## src/rtl/alu_seq_if.sv

```systemverilog
// alu_seq_if -- controller <-> ALU bundle for the multi-cycle datapath.
//
// Handshake: the controller raises start with aluOp/A/B for one cycle while
// busy is 0; the ALU samples them on that rising edge. The ALU answers with a
// one-cycle done pulse, and Result/Zero (and hi/lo for mul/div) are valid
// while done is high. A start seen while busy is 1 is dropped, not queued.
//
// Signals:
//   start, aluOp[3:0], A, B      controller -> ALU request
//   Result, Zero                 registered result and zero flag
//   busy                         multiply/divide in progress
//   done                         one-cycle completion pulse
//   hi, lo                       HI/LO registers
//   state_dbg[1:0]               current FSM state (0 IDLE, 1 RUN, 2 FIX)
interface alu_seq_if #(
    parameter int WIDTH = 32
);
    logic             start;
    logic [3:0]       aluOp;
    logic [WIDTH-1:0] A;
    logic [WIDTH-1:0] B;
    logic [WIDTH-1:0] Result;
    logic             Zero;
    logic             busy;
    logic             done;
    logic [WIDTH-1:0] hi;
    logic [WIDTH-1:0] lo;
    logic [1:0]       state_dbg;

    modport master (
        output start, aluOp, A, B,
        input  Result, Zero, busy, done, hi, lo, state_dbg
    );

    modport slave (
        input  start, aluOp, A, B,
        output Result, Zero, busy, done, hi, lo, state_dbg
    );
endinterface

```

## src/rtl/alu_seq.sv

```systemverilog
// alu_seq -- sequential ALU with a registered output and an iterative
// multiply/divide engine that writes HI/LO.
//
// Ports:
//   clk    rising-edge clock
//   rst_n  asynchronous active-low reset
//   bus    alu_seq_if.slave (start/aluOp/A/B in; Result/Zero/busy/done/hi/lo
//          and state_dbg out)
//
// Single-cycle codes finish on the sampling edge. MULT/MULTU/DIV/DIVU go
// IDLE -> RUN (WIDTH iterations) -> FIX (sign correction), so done appears
// WIDTH+1 edges after the sampling edge.
module alu_seq #(
    parameter int WIDTH = 32
) (
    input  logic       clk,
    input  logic       rst_n,
    alu_seq_if.slave   bus
);
    localparam int CW = $clog2(WIDTH + 1);

    typedef enum logic [1:0] {IDLE = 2'd0, RUN = 2'd1, FIX = 2'd2} state_t;

    state_t           state_q, state_d;
    logic [CW-1:0]    cnt_q;
    logic [WIDTH-1:0] result_q, hi_q, lo_q;
    logic             zero_q, done_q;

    // Iteration registers shared by both engines:
    //   multiply: hw_q = running high half, lw_q = multiplier / low half
    //   divide:   hw_q = partial remainder, lw_q = dividend / quotient
    logic [WIDTH-1:0] hw_q, lw_q, m_q, a_orig_q;
    logic             is_div_q, div0_q, neg_q_q, neg_r_q;

    // ---------------- request decode ----------------
    logic             is_muldiv, op_signed;
    logic [WIDTH-1:0] a_mag, b_mag, alu_res;
    logic             slt, sltu;

    assign is_muldiv = bus.aluOp[3] & ~bus.aluOp[2];
    assign op_signed = ~bus.aluOp[0];
    // The magnitude of the most-negative value is itself when read unsigned.
    assign a_mag = (op_signed && bus.A[WIDTH-1]) ? -bus.A : bus.A;
    assign b_mag = (op_signed && bus.B[WIDTH-1]) ? -bus.B : bus.B;
    assign slt   = $signed(bus.A) < $signed(bus.B);
    assign sltu  = bus.A < bus.B;

    always_comb begin
        alu_res = '0;
        case (bus.aluOp)
            4'b0000: alu_res = bus.A + bus.B;
            4'b0001: alu_res = bus.A - bus.B;
            4'b0010: alu_res = {{(WIDTH-1){1'b0}}, slt};
            4'b0011: alu_res = {{(WIDTH-1){1'b0}}, sltu};
            4'b0100: alu_res = bus.A & bus.B;
            4'b0101: alu_res = bus.A | bus.B;
            4'b0110: alu_res = bus.A ^ bus.B;
            4'b0111: alu_res = ~(bus.A | bus.B);
            4'b1100: alu_res = hi_q;
            4'b1101: alu_res = lo_q;
            default: alu_res = '0;
        endcase
    end

    // ---------------- iteration step ----------------
    logic [WIDTH:0]   mul_sum, div_sh, div_diff;
    assign mul_sum  = {1'b0, hw_q} + (lw_q[0] ? {1'b0, m_q} : '0);
    assign div_sh   = {hw_q, lw_q[WIDTH-1]};
    assign div_diff = div_sh - {1'b0, m_q};

    // ---------------- sign fix-up ----------------
    logic [2*WIDTH-1:0] prod;
    logic [WIDTH-1:0]   fix_hi, fix_lo;

    always_comb begin
        prod   = {hw_q, lw_q};
        fix_hi = '0;
        fix_lo = '0;
        if (!is_div_q) begin
            if (neg_q_q) prod = -prod;
            fix_hi = prod[2*WIDTH-1:WIDTH];
            fix_lo = prod[WIDTH-1:0];
        end else if (div0_q) begin
            fix_hi = a_orig_q;
            fix_lo = '1;
        end else begin
            // MIN / -1 needs no special path: quotient magnitude 2^(W-1)
            // negates to itself and the remainder is 0.
            fix_lo = neg_q_q ? -lw_q : lw_q;
            fix_hi = neg_r_q ? -hw_q : hw_q;
        end
    end

    // ---------------- FSM ----------------
    always_ff @(posedge clk or negedge rst_n) begin
        if (!rst_n) state_q <= IDLE;
        else        state_q <= state_d;
    end

    always_comb begin
        state_d = state_q;
        case (state_q)
            IDLE:    if (bus.start && is_muldiv) state_d = RUN;
            RUN:     if (cnt_q == CW'(1)) state_d = FIX;
            FIX:     state_d = IDLE;
            default: state_d = IDLE;
        endcase
    end

    // ---------------- datapath ----------------
    always_ff @(posedge clk or negedge rst_n) begin
        if (!rst_n) begin
            result_q <= '0;
            zero_q   <= 1'b1;
            done_q   <= 1'b0;
            hi_q     <= '0;
            lo_q     <= '0;
            cnt_q    <= '0;
            hw_q     <= '0;
            lw_q     <= '0;
            m_q      <= '0;
            a_orig_q <= '0;
            is_div_q <= 1'b0;
            div0_q   <= 1'b0;
            neg_q_q  <= 1'b0;
            neg_r_q  <= 1'b0;
        end else begin
            done_q <= 1'b0;
            case (state_q)
                IDLE: begin
                    if (bus.start && !is_muldiv) begin
                        result_q <= alu_res;
                        zero_q   <= (alu_res == '0);
                        done_q   <= 1'b1;
                    end else if (bus.start) begin
                        cnt_q    <= CW'(WIDTH);
                        is_div_q <= bus.aluOp[1];
                        div0_q   <= (bus.B == '0);
                        a_orig_q <= bus.A;
                        neg_q_q  <= op_signed & (bus.A[WIDTH-1] ^ bus.B[WIDTH-1]);
                        neg_r_q  <= op_signed & bus.A[WIDTH-1];
                        hw_q     <= '0;
                        lw_q     <= bus.aluOp[1] ? a_mag : b_mag;
                        m_q      <= bus.aluOp[1] ? b_mag : a_mag;
                    end
                end
                RUN: begin
                    cnt_q <= cnt_q - CW'(1);
                    if (!is_div_q) begin
                        hw_q <= mul_sum[WIDTH:1];
                        lw_q <= {mul_sum[0], lw_q[WIDTH-1:1]};
                    end else if (!div_diff[WIDTH]) begin
                        hw_q <= div_diff[WIDTH-1:0];
                        lw_q <= {lw_q[WIDTH-2:0], 1'b1};
                    end else begin
                        hw_q <= div_sh[WIDTH-1:0];
                        lw_q <= {lw_q[WIDTH-2:0], 1'b0};
                    end
                end
                FIX: begin
                    hi_q     <= fix_hi;
                    lo_q     <= fix_lo;
                    result_q <= fix_lo;
                    zero_q   <= (fix_lo == '0);
                    done_q   <= 1'b1;
                end
                default: ;
            endcase
        end
    end

    assign bus.Result    = result_q;
    assign bus.Zero      = zero_q;
    assign bus.done      = done_q;
    assign bus.hi        = hi_q;
    assign bus.lo        = lo_q;
    assign bus.busy      = (state_q != IDLE);
    assign bus.state_dbg = state_q;
endmodule

```

## src/flat_wrapper.sv

```systemverilog
// flat-port wrapper written by rule: the top's interface ports become plain ports
module alu_seq_flat 
#(
    parameter int WIDTH = 32
)
  (clk, rst_n, bus_start, bus_aluOp, bus_A, bus_B, bus_Result, bus_Zero, bus_busy, bus_done, bus_hi, bus_lo, bus_state_dbg);
  alu_seq_if #(.WIDTH(WIDTH)) bus_i ();
  input  logic clk;
  input  logic rst_n;
  input wire logic [$bits(bus_i.start)-1:0] bus_start;
  input wire logic [$bits(bus_i.aluOp)-1:0] bus_aluOp;
  input wire logic [$bits(bus_i.A)-1:0] bus_A;
  input wire logic [$bits(bus_i.B)-1:0] bus_B;
  output wire logic [$bits(bus_i.Result)-1:0] bus_Result;
  output wire logic [$bits(bus_i.Zero)-1:0] bus_Zero;
  output wire logic [$bits(bus_i.busy)-1:0] bus_busy;
  output wire logic [$bits(bus_i.done)-1:0] bus_done;
  output wire logic [$bits(bus_i.hi)-1:0] bus_hi;
  output wire logic [$bits(bus_i.lo)-1:0] bus_lo;
  output wire logic [$bits(bus_i.state_dbg)-1:0] bus_state_dbg;
  assign bus_i.start = bus_start;
  assign bus_i.aluOp = bus_aluOp;
  assign bus_i.A = bus_A;
  assign bus_i.B = bus_B;
  assign bus_Result = bus_i.Result;
  assign bus_Zero = bus_i.Zero;
  assign bus_busy = bus_i.busy;
  assign bus_done = bus_i.done;
  assign bus_hi = bus_i.hi;
  assign bus_lo = bus_i.lo;
  assign bus_state_dbg = bus_i.state_dbg;
  alu_seq #(.WIDTH(WIDTH)) u_core (.clk(clk), .rst_n(rst_n), .bus(bus_i));
endmodule
```

## config.mk

```make
export PLATFORM = sky130hd
export DESIGN_NAME = alu_seq_flat
export DESIGN_NICKNAME = d
export VERILOG_FILES = /design/src/rtl/alu_seq_if.sv /design/src/rtl/alu_seq.sv /design/src/flat_wrapper.sv
export SDC_FILE = /design/constraint.sdc
export NUM_CORES = 1
export LEC_CHECK = 0
export BUFFER_PORTS_ARGS = -buffer_cell sky130_fd_sc_hd__clkbuf_2
export CELL_PAD_IN_SITES_DETAIL_PLACEMENT = 0
export CELL_PAD_IN_SITES_GLOBAL_PLACEMENT = 2
export CORE_ASPECT_RATIO = 1.2
export CORE_MARGIN = 2
export CORE_UTILIZATION = 33
export CTS_CLUSTER_SIZE = 12
export DETAILED_ROUTE_END_ITERATION = 10
export HOLD_SLACK_MARGIN = 0.05
export PLACE_DENSITY = 0.75
export SYNTH_ARGS = -nofsm -noshare
export SYNTH_HDL_FRONTEND = slang
export SYNTH_SLANG_ARGS = --single-unit
export TNS_END_PERCENT = 1
```

## constraint.sdc

```tcl
create_clock -name clk -period 3.85 [get_ports clk]
set_input_delay 0.1925 -clock clk [delete_from_list [all_inputs] [get_ports clk]]
set_output_delay 0.1925 -clock clk [all_outputs]
set_load 0.05 [all_outputs]
```

==> qor.yml, run 1 <==
critical_path:
  worstPathMaxFanout: 4
  worstSetupPathType: "reg -> reg"
  cp.arrival_ns: 4.33
  worstPathRequired_ns: 4.38
  worst_setup_path_start_kind: "register"
  endpoint_kind: "register"
  rr_worst_depth: 13
synthesis:
  ys_types: 88
  yosys_most_used_dff: "dfrtp_1"
  ys_seq_area_share_pct: 24.5
  avgSynthCellArea_um2: 7.48
  ys_seq_elements: 238
  synthCells: 3249
  synth-edff-count: 0
  synth_fp_nets: 3493
  async_flop_share_pct: 100
  yosysWarnings: 0
  syn-cell-area_mm2: 0.0243
placement:
  hpwl_um: 103000
  dp.cells: 4594
  place_congestion: 1.00
  post_dp_cell_area_mm2: 0.0292
  io_buffers: 171
final_layout:
  fin_cells: 4655
  final_nets: 3932
  num-fill-cells: 7593
  area_growth_pct: 25.1
  drive_gt1_share_pct: 20.7
  final_util_pct: 41.5
  fin_area_mm2: 0.0304
global_routing:
  grt-ovfl-total: 0
  grt_pass1_vias: 26000
  grt_antenna_before_repair: 3
  grt_first_pass_wirelength_um: 178000
  grt_max_degree: 113
  grt.total_usage_pct: 31.9
sta:
  slew_headroom_pct: 21.3
  hold_viol: 0
  fin_worst_skew_ns: 0.0244
  clock.fmax_mhz: 263
  rsz0062_at_grt: "true"
  finalMaxSlewViolations: 0
  hold_slack_ns: 0.0744
  period_minus_slack_ns: 3.81
  period_share_pct: 98.9
  tightest_slew_ns: 1.18
  setup_violations: 0
clocking:
  cts_made_buffers: 30
  cts_max_path_buffers: 3
  clk_pin_slew_worst_paths_ns: 0.06
  clock_sinks: 238
  cts.htree.levels: 1
  tritoncts: "built"
  clock_latency_ns: 0.62
  root_buffer: "clkbuf_16"
floorplanning:
  pin_count: 172
  coreArea_mm2: 0.0732
  start_util_pct: 33.2
  rows: 109
  dieHeight_um: 301
  die_w_um: 252
  dieArea_mm2: 0.0758
drt:
  vias: 26600
  drt_iter0_markers: 2141
  drt-vias-per-instance: 5.71
  post-route-drc-count: 0
  ant_nets: 0
  routedWlPerCell_um: 26.7
  dr.pass1.iters: 8
  routed_wl_um: 124000
pwr:
  total_power_uw: 22700
  power_per_cell_area_mw_per_mm2: 746
  vdd_drop_max_v: 0.000763
  p_leak_uw: 0.0136
hold_path:
  hold_path_class: "in -> reg"
  whs_path_depth: 4
run_status:
  status: "complete, no violations"
flow_run:
  cap_violations: 0
[stage by stage]
stage	worst slack, ns	setup TNS [ns]
3_5_place_dp	-0.318	-1.96
6_report	0.0442	0
3_3_place_gp	-0.420	-1.86
4_1_cts	-0.0126	-0.0126
2_1_floorplan	0.200	0
5_1_grt	-0.0973	-0.284
[flip-flops by register name, indices dropped and copies added (netlist names)]
signal and flops:
u_core.a_orig_q 32, u_core.bus.Result 32, u_core.bus.Zero 1, u_core.bus.done 1, u_core.bus.hi 32, u_core.bus.lo 32, u_core.bus.state_dbg 2, u_core.cnt_q 6
u_core.div0_q 1, u_core.hw_q 32, u_core.is_div_q 1, u_core.lw_q 32, u_core.m_q 32, u_core.neg_q_q 1, u_core.neg_r_q 1
[routing by layer]
metal | track usage, % | wire length [µm] | vias up
li1 | - | - | 12500
met2 | 53.4 | 57900 | 894
met5 | 0 | 27 | -
met3 | 4.19 | 6760 | 168
met1 | 41.8 | 54100 | 13000
met4 | 12.2 | 5250 | 4
[power by group]
part	internal, µW	switching, µW
sequential	3600	1510
combinational	5520	8970
clock	1800	1270
total	10900	11800
[cell families (layout without fill, tap and decap cells)]
kind of cell	count (synthesis)	after routing	share of synthesized area, %
AOI/OAI and AO/OA	1069	1069	27.7
and+or+nand+nor	1047	1047	19.9
buffers and inverters	386	848	6.11
DFF	238	238	24.5
xor gates and xnor gates	231	231	8.33
adders and majority gates	173	173	9.03
muxes	105	105	4.43
other	0	1	0
[final timing paths]
path / start / end / slack, ns
setup / recovery: u_core.lw_q[4] / u_core.bus.Zero / 0.04
hold / removal: bus_A[18] / u_core.a_orig_q[18] / 0.07
setup reg to reg: u_core.lw_q[4] / u_core.bus.Zero / 0.04
hold reg to reg: u_core.bus.Result[6] / u_core.bus.Result[6] / 0.48
max in group asynchronous: rst_n / u_core.a_orig_q[27] / 2.59
min in group asynchronous: rst_n / u_core.cnt_q[0] / 0.14
[critical path, stage by stage (launching register included)]
cell and delay [ns]:
dfrtp_1 0.41, nor4_4 0.36, nand4_1 0.16, buf_4 0.19
or2_1 0.25, or4_1 0.47, or4_4 0.44, buf_4 0.17
o41ai_4 0.22, xor2_1 0.26, nand2_1 0.11, nor4_2 0.32
a32oi_2 0.22, o21ai_1 0.15
[layout by cell type, fill, tap and decap left out, types with 17 or more instances in the layout]
cell | netlist | routed
nor4_1 | 30 | 26
buf_4 | 0 | 446
nand2_1 | 382 | 381
o31ai_1 | 36 | 34
nor2_1 | 303 | 303
a21oi_1 | 251 | 248
dfrtp_1 | 237 | 232
inv_1 | 157 | 155
o21ai_1 | 19 | 21
nand3_1 | 40 | 40
o21a_1 | 39 | 39
a21o_1 | 53 | 53
or3_1 | 40 | 38
a211oi_1 | 36 | 35
mux2i_1 | 93 | 93
o221ai_1 | 17 | 17
clkbuf_16 | 0 | 31
a22oi_1 | 29 | 29
o211ai_1 | 28 | 28
xnor2_1 | 180 | 179
ha_1 | 169 | 168
xor2_1 | 51 | 50
a31oi_1 | 42 | 40
nor3_1 | 58 | 56
o21ai_0 | 340 | 338
and3_1 | 20 | 20
nor2b_1 | 28 | 27
clkbuf_2 | 0 | 168
nand2b_1 | 33 | 31
nand4_1 | 29 | 29
[synthesized netlist by cell type (40+ instances only)]
| cell | count | share of area, % |
|---|---|---|
| o21ai_0 | 340 | 7.0 |
| nor2_1 | 303 | 4.7 |
| ha_1 | 169 | 8.7 |
| a21o_1 | 53 | 1.6 |
| a31oi_1 | 42 | 1.1 |
| xnor2_1 | 180 | 6.5 |
| or3_1 | 40 | 1.0 |
| a21oi_1 | 251 | 5.2 |
| mux2i_1 | 93 | 3.8 |
| nand2_1 | 382 | 5.9 |
| clkbuf_1 | 191 | 3.0 |
| inv_1 | 157 | 2.4 |
| nand3_1 | 40 | 0.82 |
| nor3_1 | 58 | 1.2 |
| xor2_1 | 51 | 1.8 |
| dfrtp_1 | 237 | 24 |
[area by class of cell]
cell class | instances | area [µm²] | share of cell area, %
timing repair buffer | 636 | 4560 | 15.0
inverter | 157 | 589 | 1.94
clock inverter | 13 | 154 | 0.506
antenna | 1 | 2.50 | 0.00823
multi-input combinational | 2625 | 17100 | 56.1
sequential | 238 | 5970 | 19.6
tap | 943 | 1180 | 3.88
clock buffer | 42 | 887 | 2.92
[repair_timing]
item                       in CTS  in global routing
hold endpoints to repair       73                  0
hold buffers                    4                  0
setup endpoints to repair      28                 37
gates resized for setup         6                 26
buffers inserted                0                  1
pin swaps                       0                  6
Note: power is estimated with default switching activity, not from simulation.
==> run 2: changes to the inputs <==
--- a/config.mk
+++ b/config.mk
@@ -15,6 +15,7 @@
 export DETAILED_ROUTE_END_ITERATION = 10
 export HOLD_SLACK_MARGIN = 0.05
 export PLACE_DENSITY = 0.75
+export SETUP_SLACK_MARGIN = 0.4
 export SYNTH_ARGS = -nofsm -noshare
 export SYNTH_HDL_FRONTEND = slang
 export SYNTH_SLANG_ARGS = --single-unit
==> run 2 against run 1 <==
Effect of this change: register-to-register slack barely moved; routed wire length rose by 8.8%; global-route usage rose by 2.8 points; first-iteration DRC count rose by 2.6%; worst setup slack got worse by 0.0073 ns; clock power rose by 6%; core utilization rose by 1.5 points.
==> qor.yml, run 2 (synthesis results as in run 1) <==
sta:
  period_share_pct: 99.0  # +0.19 points
  setup_violations: 0  # unchanged
  hold_viol: 0  # unchanged
  period_minus_slack_ns: 3.81  # +0.00726 ns
  rsz0062_at_grt: "true"
  fin_worst_skew_ns: 0.0846  # +0.0603 ns
  finalMaxSlewViolations: 0  # unchanged
  clock.fmax_mhz: 262  # -0.19%
  slew_headroom_pct: 6.45  # -15 points
  tightest_slew_ns: 1.39  # +0.215 ns
  hold_slack_ns: 0.102  # +0.0280 ns
floorplanning:
  pin_count: 172  # unchanged
  dieArea_mm2: 0.0758  # unchanged
  coreArea_mm2: 0.0732  # unchanged
  start_util_pct: 33.2  # unchanged
  dieHeight_um: 301  # unchanged
  die_w_um: 252  # unchanged
  rows: 109  # unchanged
critical_path:
  r2r-start: "u_core.lw_q[31]"
  endpoint: "u_core.hw_q[12]"
  timing.reg2reg.setup_slack_ns: 0.04  # about the same
  r2r_end: "u_core.hw_q[12]"
  endpoint_kind: "register"
  cp-startpoint: "u_core.lw_q[31]"
  cp_slowest_stage_delay_ns: 0.39  # -0.08 ns
  path_cells: "inv_2, ha_4, inv_2, fa_2, a211oi_4, o21bai_4, a32oi_1, buf_4, o211ai_1, nand3_1, a21boi_2, a221oi_4, buf_6, xor2_4, buf_6, buf_12, or3_4, a21oi_2, a221o_1"
  crit_family: "compound AO/OA/AOI/OAI gates"
  cp.arrival_ns: 4.31  # -0.02 ns
  cp_slowest_cell: "dfrtp_1"
  worstPathRequired_ns: 4.34  # -0.04 ns
  worst_setup_path_start_kind: "register"
  worstPathMaxFanout: 6  # +2
  critPathBufInv: 6  # +4
  cp.depth: 19  # +6
  rr_worst_depth: 19  # +6
  worstSetupPathType: "reg -> reg"
final_layout:
  drive_gt1_share_pct: 23.4  # +2.6 points
  final_util_pct: 43.0  # +1.5 points
  final_cell_mix: "524 x buf_4, 380 x nand2_1, 318 x o21ai_0"
  area_growth_pct: 29.7
  mostFrequentLayoutCell: "buf_4"
  final_nets: 4024  # +2.3%
flow_run:
  cap_violations: 0  # unchanged
pwr:
  vdd_drop_max_v: 0.000740  # -3.1%
  p_sw_share_pct: 51.4  # -0.42 points
  total_power_uw: 24400  # +7.6%
  p_sw_uw: 12600  # +6.8%
  comb_power_share_pct: 65.0  # +1.1 points
  p_leak_uw: 0.0142  # +4.1%
  intPower_uw: 11900  # +8.6%
  power_per_cell_area_mw_per_mm2: 774  # +3.8%
  power_frac_clock_pct: 13.3  # -0.3 points
  p_seq_share_pct: 21.7  # -0.8 points
clocking:
  clk_pin_slew_worst_paths_ns: 0.06  # about the same
  clock_sinks: 238  # unchanged
  cts_made_buffers: 30  # unchanged
  tritoncts: "built"
  cts_max_path_buffers: 3  # unchanged
  cts.htree.levels: 1  # unchanged
  root_buffer: "clkbuf_16"
  clock_latency_ns: 0.64  # +0.02 ns
global_routing:
  grt.total_usage_pct: 34.7  # +2.8 points
  grt_antenna_before_repair: 3  # unchanged
  grt_max_degree: 107  # -5.3%
  grt_first_pass_wirelength_um: 191000  # +6.9%
  grt_pass1_vias: 26900  # +3.4%
  grt-ovfl-total: 0  # unchanged
drt:
  drt_iter0_markers: 2196  # +2.6%
  post-route-drc-count: 0  # unchanged
  drt-vias-per-instance: 5.77  # +1.1%
  vias: 27400  # +3.1%
  routed_wl_um: 135000  # +8.8%
  dr.pass1.iters: 6  # -2
  routedWlPerCell_um: 28.4  # +6.6%
  ant_nets: 0  # unchanged
placement:
  hpwl_um: 111000  # +8.1%
  io_buffers: 171  # unchanged
  place_congestion: 0.965  # -3.7%
run_status:
  status: "complete, no violations"
hold_path:
  hold_path_class: "in -> reg"
==> run 2: cell count changes in the layout (fill, tap and decap cells not counted), moves of 7 or more <==
| cell | change |
|---|---|
| o21ai_0 | -20 |
| o21ai_1 | +13 |
| buf_4 | +78 |
| o21ai_2 | +7 |
==> run 2: repair_timing <==
| action | CTS | global route |
|---|---|---|
| resized for setup | 38 | 65 |
| hold buffers | 6 | 0 |
| endpoints found under the setup margin | 57 | 64 |
| gates cloned | 3 | 0 |
| buffers inserted | 9 | 2 |
| pin swaps | 18 | 28 |
| hold endpoints to repair | 107 | 0 |
==> run 2: worst min-delay path by stage <==
stage                    from                  end  slack, ns  depth (start not counted)
floorplan               rst_n   u_core.a_orig_q[0]      -0.10                          0
global placement        rst_n      u_core.cnt_q[5]       0.34                          1
detailed placement      rst_n      u_core.cnt_q[1]       0.36                          1
CTS                  bus_A[4]   u_core.a_orig_q[4]       0.07                          4
global route         bus_A[3]   u_core.a_orig_q[3]       0.11                          4
finish              bus_A[16]  u_core.a_orig_q[16]       0.10                          4
==> run 2: layer usage <==
metal | up-vias | wire, µm | global-route usage [%]
met4 | 0 | 8140 | 18.0
met1 | 13400 | 55900 | 43.4
li1 | 12700 | - | -
met2 | 1025 | 64100 | 59.2
met3 | 231 | 6810 | 3.44
met5 | - | 0 | 0
==> run 2: per-stage QoR <==
step	area (µm²)	cells	setup WS, ns	setup TNS [ns]
2_1_floorplan	24300	3249	0.381	0
6_report	31500	4748	0.0370	0
3_5_place_dp	29800	4671	-0.367	-6.35
4_1_cts	31300	4745	0.0865	0
5_1_grt	31500	4747	-0.0418	-0.406
3_3_place_gp	29800	4671	-0.372	-4.22
==> run 2: power by group through the flow <==
stage	logic (µW)	registers, µW	clock network [µW]
5_1_grt	17000	5380	3400
4_1_cts	15600	5230	3300
2_1_floorplan	8070	5850	0
3_5_place_dp	14700	5260	0
3_3_place_gp	14500	5230	0
6_report	15900	5300	3250
==> run 2: final cells by class <==
cell class                 count  area (µm²)
antenna                        1        2.50
clock buffer                  42         866
clock inverter                14         258
fill                        7567       41700
inverter                     157         589
multi-input combinational   2625       17300
sequential                   238        5960
tap                          943        1180
timing repair buffer         728        5380
==> run 2: tightest hold or removal path, cell delays in order <==
cell and delay, ns:
clkbuf_2 0.10, inv_1 0.08, buf_4 0.15, o21ai_0 0.09
